### config.mk
export PLATFORM = sky130hd
export DESIGN_NAME = multi_chan_accum
export DESIGN_NICKNAME = d
export VERILOG_FILES = /design/src/rtl/multi_chan_accum_pkg.sv /design/src/rtl/multi_chan_accum_lane.sv /design/src/rtl/multi_chan_accum.sv
export SDC_FILE = /design/constraint.sdc
export NUM_CORES = 1
export LEC_CHECK = 0
export CORE_MARGIN = 2
export CORE_UTILIZATION = 50
export DETAILED_ROUTE_END_ITERATION = 12
export PLACE_DENSITY = 0.68
export SYNTH_ARGS = -nofsm -noshare
export SYNTH_HDL_FRONTEND = slang
export SYNTH_SLANG_ARGS = --single-unit
export TNS_END_PERCENT = 30
### constraint.sdc
create_clock -name clk -period 3.7 [get_ports clk]
set_clock_uncertainty 0.15 [all_clocks]
set_input_delay 0.925 -clock clk [delete_from_list [all_inputs] [get_ports clk]]
set_output_delay 0.925 -clock clk [all_outputs]
set_load 0.005 [all_outputs]
### src/rtl/multi_chan_accum_pkg.sv
// rtl/multi_chan_accum_pkg.sv - shared types and helpers for the multi-channel accumulator
package multi_chan_accum_pkg;

  typedef enum logic [1:0] {
    OP_ADD  = 2'd0,
    OP_SUB  = 2'd1,
    OP_CLR  = 2'd2,
    OP_DUMP = 2'd3
  } op_e;

  typedef enum logic [1:0] {
    IDLE = 2'd0,
    RUN  = 2'd1,
    HOLD = 2'd2
  } state_e;

  // Channel-index width; a single channel still needs one select bit
  function automatic int ch_width(input int n);
    return (n > 1) ? $clog2(n) : 1;
  endfunction

endpackage

### src/rtl/multi_chan_accum_lane.sv
// rtl/multi_chan_accum_lane.sv - next-value and sticky saturation flag for one accumulator channel
module accum_lane
  import multi_chan_accum_pkg::*;
#(
  parameter int ACC_W    = 16,
  parameter int DATA_W   = 8,
  parameter int SATURATE = 1
) (
  input  op_e               op,
  input  logic [DATA_W-1:0] operand,
  input  logic [ACC_W-1:0]  acc,
  input  logic              sat,
  output logic [ACC_W-1:0]  acc_nxt,
  output logic              sat_nxt
);

  // One spare MSB catches carry out of ADD and borrow out of SUB
  logic [ACC_W:0] ext;
  logic [ACC_W:0] sum;
  logic [ACC_W:0] diff;

  assign ext  = {{(ACC_W + 1 - DATA_W){1'b0}}, operand};
  assign sum  = {1'b0, acc} + ext;
  assign diff = {1'b0, acc} - ext;

  // Select the post-op value; CLR and DUMP both leave the channel empty
  always_comb begin
    acc_nxt = acc;
    sat_nxt = sat;
    case (op)
      OP_ADD: begin
        if ((SATURATE != 0) && sum[ACC_W]) begin
          acc_nxt = '1;
          sat_nxt = 1'b1;
        end else begin
          acc_nxt = sum[ACC_W-1:0];
        end
      end
      OP_SUB: begin
        if ((SATURATE != 0) && diff[ACC_W]) begin
          acc_nxt = '0;
          sat_nxt = 1'b1;
        end else begin
          acc_nxt = diff[ACC_W-1:0];
        end
      end
      default: begin
        acc_nxt = '0;
        sat_nxt = 1'b0;
      end
    endcase
  end

endmodule

### src/rtl/multi_chan_accum.sv
// rtl/multi_chan_accum.sv - N-channel add/sub/clear/dump accumulator with valid/ready dump port
module multi_chan_accum
  import multi_chan_accum_pkg::*;
#(
  parameter int  NUM_CH   = 4,
  parameter int  DATA_W   = 8,
  parameter int  ACC_W    = 16,
  parameter int  SATURATE = 1,
  localparam int CH_W     = ch_width(NUM_CH)
) (
  input  logic              clk,
  input  logic              rst_n,
  input  logic              in_valid,
  output logic              in_ready,
  input  logic [1:0]        in_op,
  input  logic [CH_W-1:0]   in_ch,
  input  logic [DATA_W-1:0] in_data,
  output logic              out_valid,
  input  logic              out_ready,
  output logic [CH_W-1:0]   out_ch,
  output logic [ACC_W-1:0]  out_data,
  output logic              out_sat,
  output logic              err
);

  state_e            state;
  op_e               op;
  logic              accept;
  logic              ch_ok;
  logic [ACC_W-1:0]  acc     [NUM_CH];
  logic [ACC_W-1:0]  acc_nxt [NUM_CH];
  logic [NUM_CH-1:0] sat;
  logic [NUM_CH-1:0] sat_nxt;
  logic [ACC_W-1:0]  sel_acc;
  logic              sel_sat;

  assign op       = op_e'(in_op);
  assign in_ready = (state == RUN);
  assign accept   = in_valid & in_ready;
  assign ch_ok    = (int'(in_ch) < NUM_CH);

  for (genvar i = 0; i < NUM_CH; i++) begin : g_lane
    accum_lane #(
      .ACC_W   (ACC_W),
      .DATA_W  (DATA_W),
      .SATURATE(SATURATE)
    ) u_lane (
      .op     (op),
      .operand(in_data),
      .acc    (acc[i]),
      .sat    (sat[i]),
      .acc_nxt(acc_nxt[i]),
      .sat_nxt(sat_nxt[i])
    );
  end

  // Pre-op value of the addressed channel, captured by DUMP; out-of-range selects read zero
  always_comb begin
    sel_acc = '0;
    sel_sat = 1'b0;
    for (int i = 0; i < NUM_CH; i++) begin
      if (in_ch == CH_W'(i)) begin
        sel_acc = acc[i];
        sel_sat = sat[i];
      end
    end
  end

  // Commit the lane result for the addressed channel only; invalid channels match no lane
  always_ff @(posedge clk or negedge rst_n) begin
    if (!rst_n) begin
      for (int i = 0; i < NUM_CH; i++) begin
        acc[i] <= '0;
      end
      sat <= '0;
    end else if (accept) begin
      for (int i = 0; i < NUM_CH; i++) begin
        if (in_ch == CH_W'(i)) begin
          acc[i] <= acc_nxt[i];
          sat[i] <= sat_nxt[i];
        end
      end
    end
  end

  // Control FSM with registered dump outputs and error pulse
  always_ff @(posedge clk or negedge rst_n) begin
    if (!rst_n) begin
      state     <= IDLE;
      out_valid <= 1'b0;
      out_ch    <= '0;
      out_data  <= '0;
      out_sat   <= 1'b0;
      err       <= 1'b0;
    end else begin
      err <= accept & ~ch_ok;
      case (state)
        IDLE: state <= RUN;
        RUN: begin
          if (accept && ch_ok && (op == OP_DUMP)) begin
            out_valid <= 1'b1;
            out_ch    <= in_ch;
            out_data  <= sel_acc;
            out_sat   <= sel_sat;
            state     <= HOLD;
          end
        end
        HOLD: begin
          if (out_ready) begin
            out_valid <= 1'b0;
            state     <= RUN;
          end
        end
        default: state <= IDLE;
      endcase
    end
  end

endmodule
==> run summary, run 1 <==
Status = finished clean
Largest cells by area after synthesis = dfrtp_1 (25%), ha_1 (9.6%), a21oi_1 (4.3%)
Worst path bufs/invs = 4
Mean Syn Cell Area = 8.53 sq um
Slew Viols, Final = 0
CP Max Fanout = 7
Die height = 139 um
Ys flop type = dfrtp_1
WL/cell = 22.0 um
Pwr Total = 8.19 mW
Num CTS Buffers = 9
Clk slew on worst S/H paths = 0.07 ns
Hold Buf Count CTS = 0
RSZ-0062 raised after global routing = yes
CP cell instances = clkdlybuf4s50_1 -> buf_4 -> buf_4 -> fa_1 -> nor2b_1 -> o21ai_0 -> a21bo_2 -> and3_1 -> a21oi_2 -> buf_4 -> a211oi_1 -> o31ai_1
Fraction of layout cells with a size suffix above 1 = 24.1%
Main combinational cell family by area after synthesis = compound AO/OA/AOI/OAI gates
Global-route wire length before repair = 51200 um
Initial antenna violation count = 1
Synth top area share = 24.7%
CTS tree = done
Largest net degree at the start of global routing = 43
I/O pins = 38
Clk_lat worst skew = 0.36 ns
Min-delay worst type = reg -> reg
Critical Path AT = 3.70 ns
GRT Util Overall = 33.6%
VDD IR-drop max = 0.487 mV
Worst path max stage delay = 0.53 ns
Final period utilization = 96.8%
N_diodes = 0
Worst slew margin = 52.8%
Clock buffer depth = 2
Post-Synth XOR/XNOR Area = 1.82%
Startpoint class of the critical path = primary input
Max-Cap Viols = 0
Placed cell areas = 10900 sq um
Compound-cell area share of the yosys netlist = 29.2%
Vias in the first global route = 9234
Total core area = 17900 sq um
Final antenna-violating net count = 0
Mux cell area share after synthesis = 7.12%
Residual DRC = 0
Yosys warning count = 0
# setup viols final = 0
EDFF count, synth = 0
Synth Cell Area = 9120 sq um
Crit Path Class = in -> reg
WHS = 0.332 ns
Port bufs = 36
Final instance area = 11300 sq um
CTS sink cnt = 90
Period minus WS final = 3.58 ns
Gpl congestion = 1.00
Crit-path slowest cell = clkdlybuf4s50_1
CP dominant cell by count = buf_4
Overflow after GRT = 0
CP required = 3.82 ns
FF+latch count, synth = 90
Library cells used by synthesis = 105
Die area = 19300 sq um
Vias per inst = 6.46
TNS Setup = 0 ns
Fillers = 1575
Initial drt markers = 999
Post-synthesis adder-cell area fraction = 11.4%
Syn Nets = 1163
Worst-margin pin slew = 0.702 ns
Top-count cell post-synth = dfrtp_1
Kind of end point of the critical path = flip-flop
H-Tree Depth = 3
Vias = 9488
Nets = 1328
Simple-gate portion of the synthesized area = 20.3%
Detailed Route WL = 32300 um
Hold Violations, Final = 0
Pre-antenna DRT Iters = 8
CTS Root Cell = clkbuf_16
Initial Util = 50.9%
Post-synth top area cell = dfrtp_1
CP top delay family = buffers and inverters
Pwr dens = 725 nW/um^2
Register area share after synthesis = 24.7%
Die width = 139 um
Detailed placer's ending HPWL = 24900 um
# rows = 49
Ys async rst share = 100%
Gate Count Post-Synth = 1069
Synth cell count leaders = dfrtp_1 (90), nor2_1 (80), a21oi_1 (79)
Area growth syn-to-layout = 23.9%
Highest achievable clock rate = 279 MHz
Leak pwr = 4.95 nW
-- cell type report --
cell class	instances	area, sq um	area share, %
Timing Repair Buffer	223	1820	16.1
Multi-Input combinational cell	862	6460	57.2
Tap cell	229	287	2.54
Clock buffer	9	225	1.99
Clock inverter	7	78.8	0.698
Sequential cell	90	2250	19.9
Inverter	48	180	1.59
-- cells in the final DEF (no fill, tap or decap), drive strengths merged, types with 27 or more instances in the layout --
| cell type | count |
|---|---|
| a21oi | 83 |
| a31oi | 27 |
| buf | 188 |
| clkdlybuf4s50 | 35 |
| dfrtp | 90 |
| ha | 70 |
| inv | 49 |
| nand2 | 80 |
| nand3 | 36 |
| nor2 | 80 |
| o21ai | 74 |
-- worst register-to-register path: stages (launching register included) --
cell,delay (ns)
dfrtp_1,0.40
inv_1,0.11
ha_1,0.16
inv_1,0.05
fa_1,0.41
a21o_1,0.23
a221oi_4,0.28
a21oi_2,0.15
o31a_2,0.42
buf_4,0.16
a311o_1,0.29
-- power breakdown --
group          internal, mW  leakage, nW  switching [mW]
logic                  2.50         3.65            2.58
registers              1.37         1.16           0.750
clock network         0.531        0.144           0.459
-- final timing paths --
kind                                 start         to  slack, ns  depth (start not counted)
worst max-delay path            in_data[1]    acc[23]       0.12                         12
worst min-delay path             out_valid  out_valid       0.33                          2
worst max register to register      acc[0]    acc[13]       0.77                         10
worst min register to register   out_valid  out_valid       0.33                          2
max in group asynchronous            rst_n  out_ch[1]       2.20                          2
min in group asynchronous            rst_n    acc[63]       0.40                          1
-- repair_timing --
action | CTS | global route
resized for setup | 0 | 18
setup buffers | 0 | 2
endpoints found under the setup margin | 0 | 26
-- flip-flops by register name (all words and copies together), names as in the netlist --
signal     flops
out_valid      1
state          2
out_ch         2
sat            4
out_data      16
out_sat        1
acc           64
-- metal layers --
metal / up-vias / wire length [um] / track usage (%)
met5: - / 13 / 0
met4: 2 / 1250 / 13.3
met3: 81 / 2700 / 6.56
met2: 465 / 14400 / 52.3
met1: 4565 / 14000 / 46.2
li1: 4375 / - / -
-- cell families (layout without fill, tap and decap cells) --
logic type | count (synthesis) | count (layout)
buffers and inverters | 117 | 287
other | 1 | 1
muxes | 41 | 41
adders and majority gates | 78 | 78
AOI/OAI and AO/OA | 371 | 371
xor gates and xnor gates | 19 | 19
DFF | 90 | 90
and+or+nand+nor | 352 | 352
-- stage by stage --
step           std cells  utilization [%]  worst slack [ns]
3_5_place_dp        1450             60.9            -0.320
4_1_cts             1466             62.6            0.0434
6_report            1468             63.1             0.119
2_1_floorplan       1069                -             0.508
5_1_grt             1468             63.1           -0.0288
3_3_place_gp        1450             60.9            -0.260
Power figures use the tool's default switching activity.
==> run 2, diff against run 1 <==
--- a/config.mk
+++ b/config.mk
@@ -5,10 +5,13 @@
 export SDC_FILE = /design/constraint.sdc
 export NUM_CORES = 1
 export LEC_CHECK = 0
+export CAP_MARGIN = 15
 export CORE_MARGIN = 2
 export CORE_UTILIZATION = 50
+export CTS_CLUSTER_DIAMETER = 60
 export DETAILED_ROUTE_END_ITERATION = 12
 export PLACE_DENSITY = 0.68
+export SKIP_LAST_GASP = 1
 export SYNTH_ARGS = -nofsm -noshare
 export SYNTH_HDL_FRONTEND = slang
 export SYNTH_SLANG_ARGS = --single-unit
==> run 2 against run 1 <==
Effect of this change:
- global-route usage unchanged
- total power down 0.20%
- sequential power about the same
- combinational power is essentially flat
- sequential share of layout area is essentially flat
- routed wire length is 0.20% lower
- die area is the same
- register-to-register slack got worse by 0.04 ns
- critical endpoint is now acc[57]
- largest power group unchanged
==> run summary, run 2 (synthesis gave the netlist of run 1 again) <==
Status = finished clean (unchanged)
Fraction of layout cells with a size suffix above 1 = 23.9% (was 24.1%)
Flop pwr share = 26.0% (was 25.9%)
CP top delay family = compound AO/OA/AOI/OAI gates (was buffers and inverters)
CP required = 3.78 ns (was 3.82 ns)
Clk slew on worst S/H paths = 0.07 ns (about the same)
Max-Cap Viols = 0 (unchanged)
Post-layout worst setup margin = 0.105 ns (was 0.119 ns)
P_sw = 3.78 mW (was 3.79 mW)
Commonest cells after routing, fill and taps aside = buf_4 (184), dfrtp_1 (90), nor2_1 (79), a21oi_1 (79), nand2_1 (77) (was buf_4 (183), dfrtp_1 (90), nor2_1 (79), a21oi_1 (79), nand2_1 (77))
Post-route insts no fill = 1468 (unchanged)
Critical Path AT = 3.67 ns (was 3.70 ns)
Cell Int Power = 4.40 mW (about the same)
H-Tree Depth = 3 (unchanged)
VDD IR-drop max = 0.484 mV (was 0.487 mV)
I/O pins = 38 (unchanged)
Num CTS Buffers = 9 (unchanged)
Period minus WS final = 3.60 ns (was 3.58 ns)
Vias = 9492 (was 9488)
Kind of end point of the critical path = flip-flop (unchanged)
Hold Violations, Final = 0 (unchanged)
Global-route wire length before repair = 51200 um (unchanged)
CTS tree = done (unchanged)
Final period utilization = 97.2% (was 96.8%)
Worst-margin pin slew = 0.715 ns (was 0.702 ns)
Pwr Total = 8.17 mW (was 8.19 mW)
RSZ-0062 raised after global routing = yes (unchanged)
# rows = 49 (unchanged)
CP cell instances = clkdlybuf4s50_1 -> buf_4 -> ha_1 -> fa_1 -> nor2b_2 -> o21ai_1 -> a311oi_2 -> o211ai_1 -> buf_4 -> o21ai_0 -> o21ai_0 -> o211ai_1 (was clkdlybuf4s50_1 -> buf_4 -> buf_4 -> fa_1 -> nor2b_1 -> o21ai_0 -> a21bo_2 -> and3_1 -> a21oi_2 -> buf_4 -> a211oi_1 -> o31ai_1)
CP Max Fanout = 7 (unchanged)
Pwr dens = 725 nW/um^2 (about the same)
Initial Util = 50.9% (unchanged)
Initial drt markers = 976 (was 999)
Detailed Route WL = 32300 um (about the same)
CTS Root Cell = clkbuf_16 (unchanged)
Clock buffer depth = 2 (unchanged)
Worst slew margin = 51.9% (was 52.8%)
Number of flip-flops in the largest register = 64 (unchanged)
Initial antenna violation count = 1 (unchanged)
Die width = 139 um (unchanged)
Combinational power share = 61.9% (was 62.0%)
Switching share of power = 46.2% (about the same)
Leak pwr = 4.95 nW (about the same)
N_diodes = 0 (unchanged)
Die height = 139 um (unchanged)
Placed cell count = 1450 (unchanged)
Detailed placer's ending HPWL = 24900 um (unchanged)
Commonest non-fill, non-tap cell in the layout = buf_4 (unchanged)
# setup viols final = 0 (unchanged)
Pre-CTS setup slack = -0.320 ns (unchanged)
Min-delay worst type = reg -> reg (unchanged)
WL/cell = 22.0 um (about the same)
Gpl congestion = 1.00 (unchanged)
WHS = 0.332 ns (about the same)
Startpoint class of the critical path = primary input (unchanged)
Highest achievable clock rate = 278 MHz (was 279 MHz)
Most flops, register = acc (unchanged)
Total core area = 17900 sq um (unchanged)
CTS sink cnt = 90 (unchanged)
Vias in the first global route = 9234 (unchanged)
Overflow after GRT = 0 (unchanged)
Worst path max stage delay = 0.47 ns (was 0.53 ns)
Worst path bufs/invs = 3 (was 4)
Crit Path Class = in -> reg (unchanged)
Final antenna-violating net count = 0 (unchanged)
Clk_lat worst skew = 0.36 ns (about the same)
Pre-antenna DRT Iters = 8 (unchanged)
Vias per inst = 6.47 (was 6.46)
Largest net degree at the start of global routing = 43 (unchanged)
Port bufs = 36 (unchanged)
GRT Util Overall = 33.6% (unchanged)
Area growth syn-to-layout = 23.6% (was 23.9%)
Crit-path slowest cell = clkdlybuf4s50_1 (unchanged)
Residual DRC = 0 (unchanged)
Clock group share of total power = 12.1% (about the same)
Nets = 1328 (unchanged)
Slew Viols, Final = 0 (unchanged)
Largest regs = acc x64, out_data x16, sat x4 (unchanged)
Die area = 19300 sq um (unchanged)
==> run 2: cell types whose count changed in the layout (fill, tap and decap cells not counted) <==
| cell | change |
|---|---|
| a221oi_2 | +1 |
| o21ai_2 | -1 |
| a2111oi_1 | -1 |
| buf_4 | +1 |
| nand3_2 | -1 |
| nand3_1 | +1 |
| buf_6 | -1 |
| a2111oi_0 | +1 |
| o21ai_1 | +1 |
| a221oi_4 | -1 |
==> run 2: stage by stage <==
step | instance area, sq um | utilization (%) | TNS, ns
5_1_grt | 11300 | 63.0 | -0.256
3_3_place_gp | 10900 | 60.9 | -8.45
4_1_cts | 11200 | 62.6 | 0
6_report | 11300 | 63.0 | 0
2_1_floorplan | 9120 | - | 0
3_5_place_dp | 10900 | 60.9 | -9.90
==> run 2: cell type report <==
class | count | area, sq um
Clock buffer | 9 | 225
Clock inverter | 7 | 78.8
Fill cell | 1576 | 6630
Inverter | 48 | 180
Multi-Input combinational cell | 862 | 6440
Sequential cell | 90 | 2250
Tap cell | 229 | 287
Timing Repair Buffer | 223 | 1810
==> run 2: power by group through the flow <==
stage,Sequential [mW],Clock [mW],Combinational [mW]
5_1_grt,2.17,1.03,5.53
4_1_cts,2.09,0.993,4.93
3_3_place_gp,2.09,0,4.83
6_report,2.12,0.991,5.06
2_1_floorplan,1.67,0,3.29
3_5_place_dp,2.11,0,4.89
==> run 2: path summary, 6_finish.rpt <==
kind / depth (start not counted) / slack [ns] / startpoint / to
max in group asynchronous: 2 / 2.20 / rst_n / out_ch[1]
max: 12 / 0.10 / in_data[0] / acc[57]
min in group asynchronous: 1 / 0.40 / rst_n / acc[63]
max reg2reg: 10 / 0.73 / acc[0] / acc[13]
min reg2reg: 2 / 0.33 / out_valid / out_valid
min: 2 / 0.33 / out_valid / out_valid
==> run 2: layer usage <==
metal | share of wire, % | global-route usage, % | vias up
met1 | 44 | 46.2 | 4591
met2 | 44 | 52.3 | 447
met5 | 0.040 | 0 | -
li1 | - | - | 4371
met4 | 3.9 | 13.3 | 2
met3 | 8.1 | 6.56 | 81
==> run 2: tightest hold or removal path: stages (launching register included) <==
cell	delay [ns]
dfrtp_1	0.35
nand2_1	0.05
o21ai_0	0.05
==> run 2: what timing repair did <==
action,in CTS,in global routing
setup endpoints to repair,0,26
hold buffers,0,0
resized for setup,0,13
buffers inserted,0,2
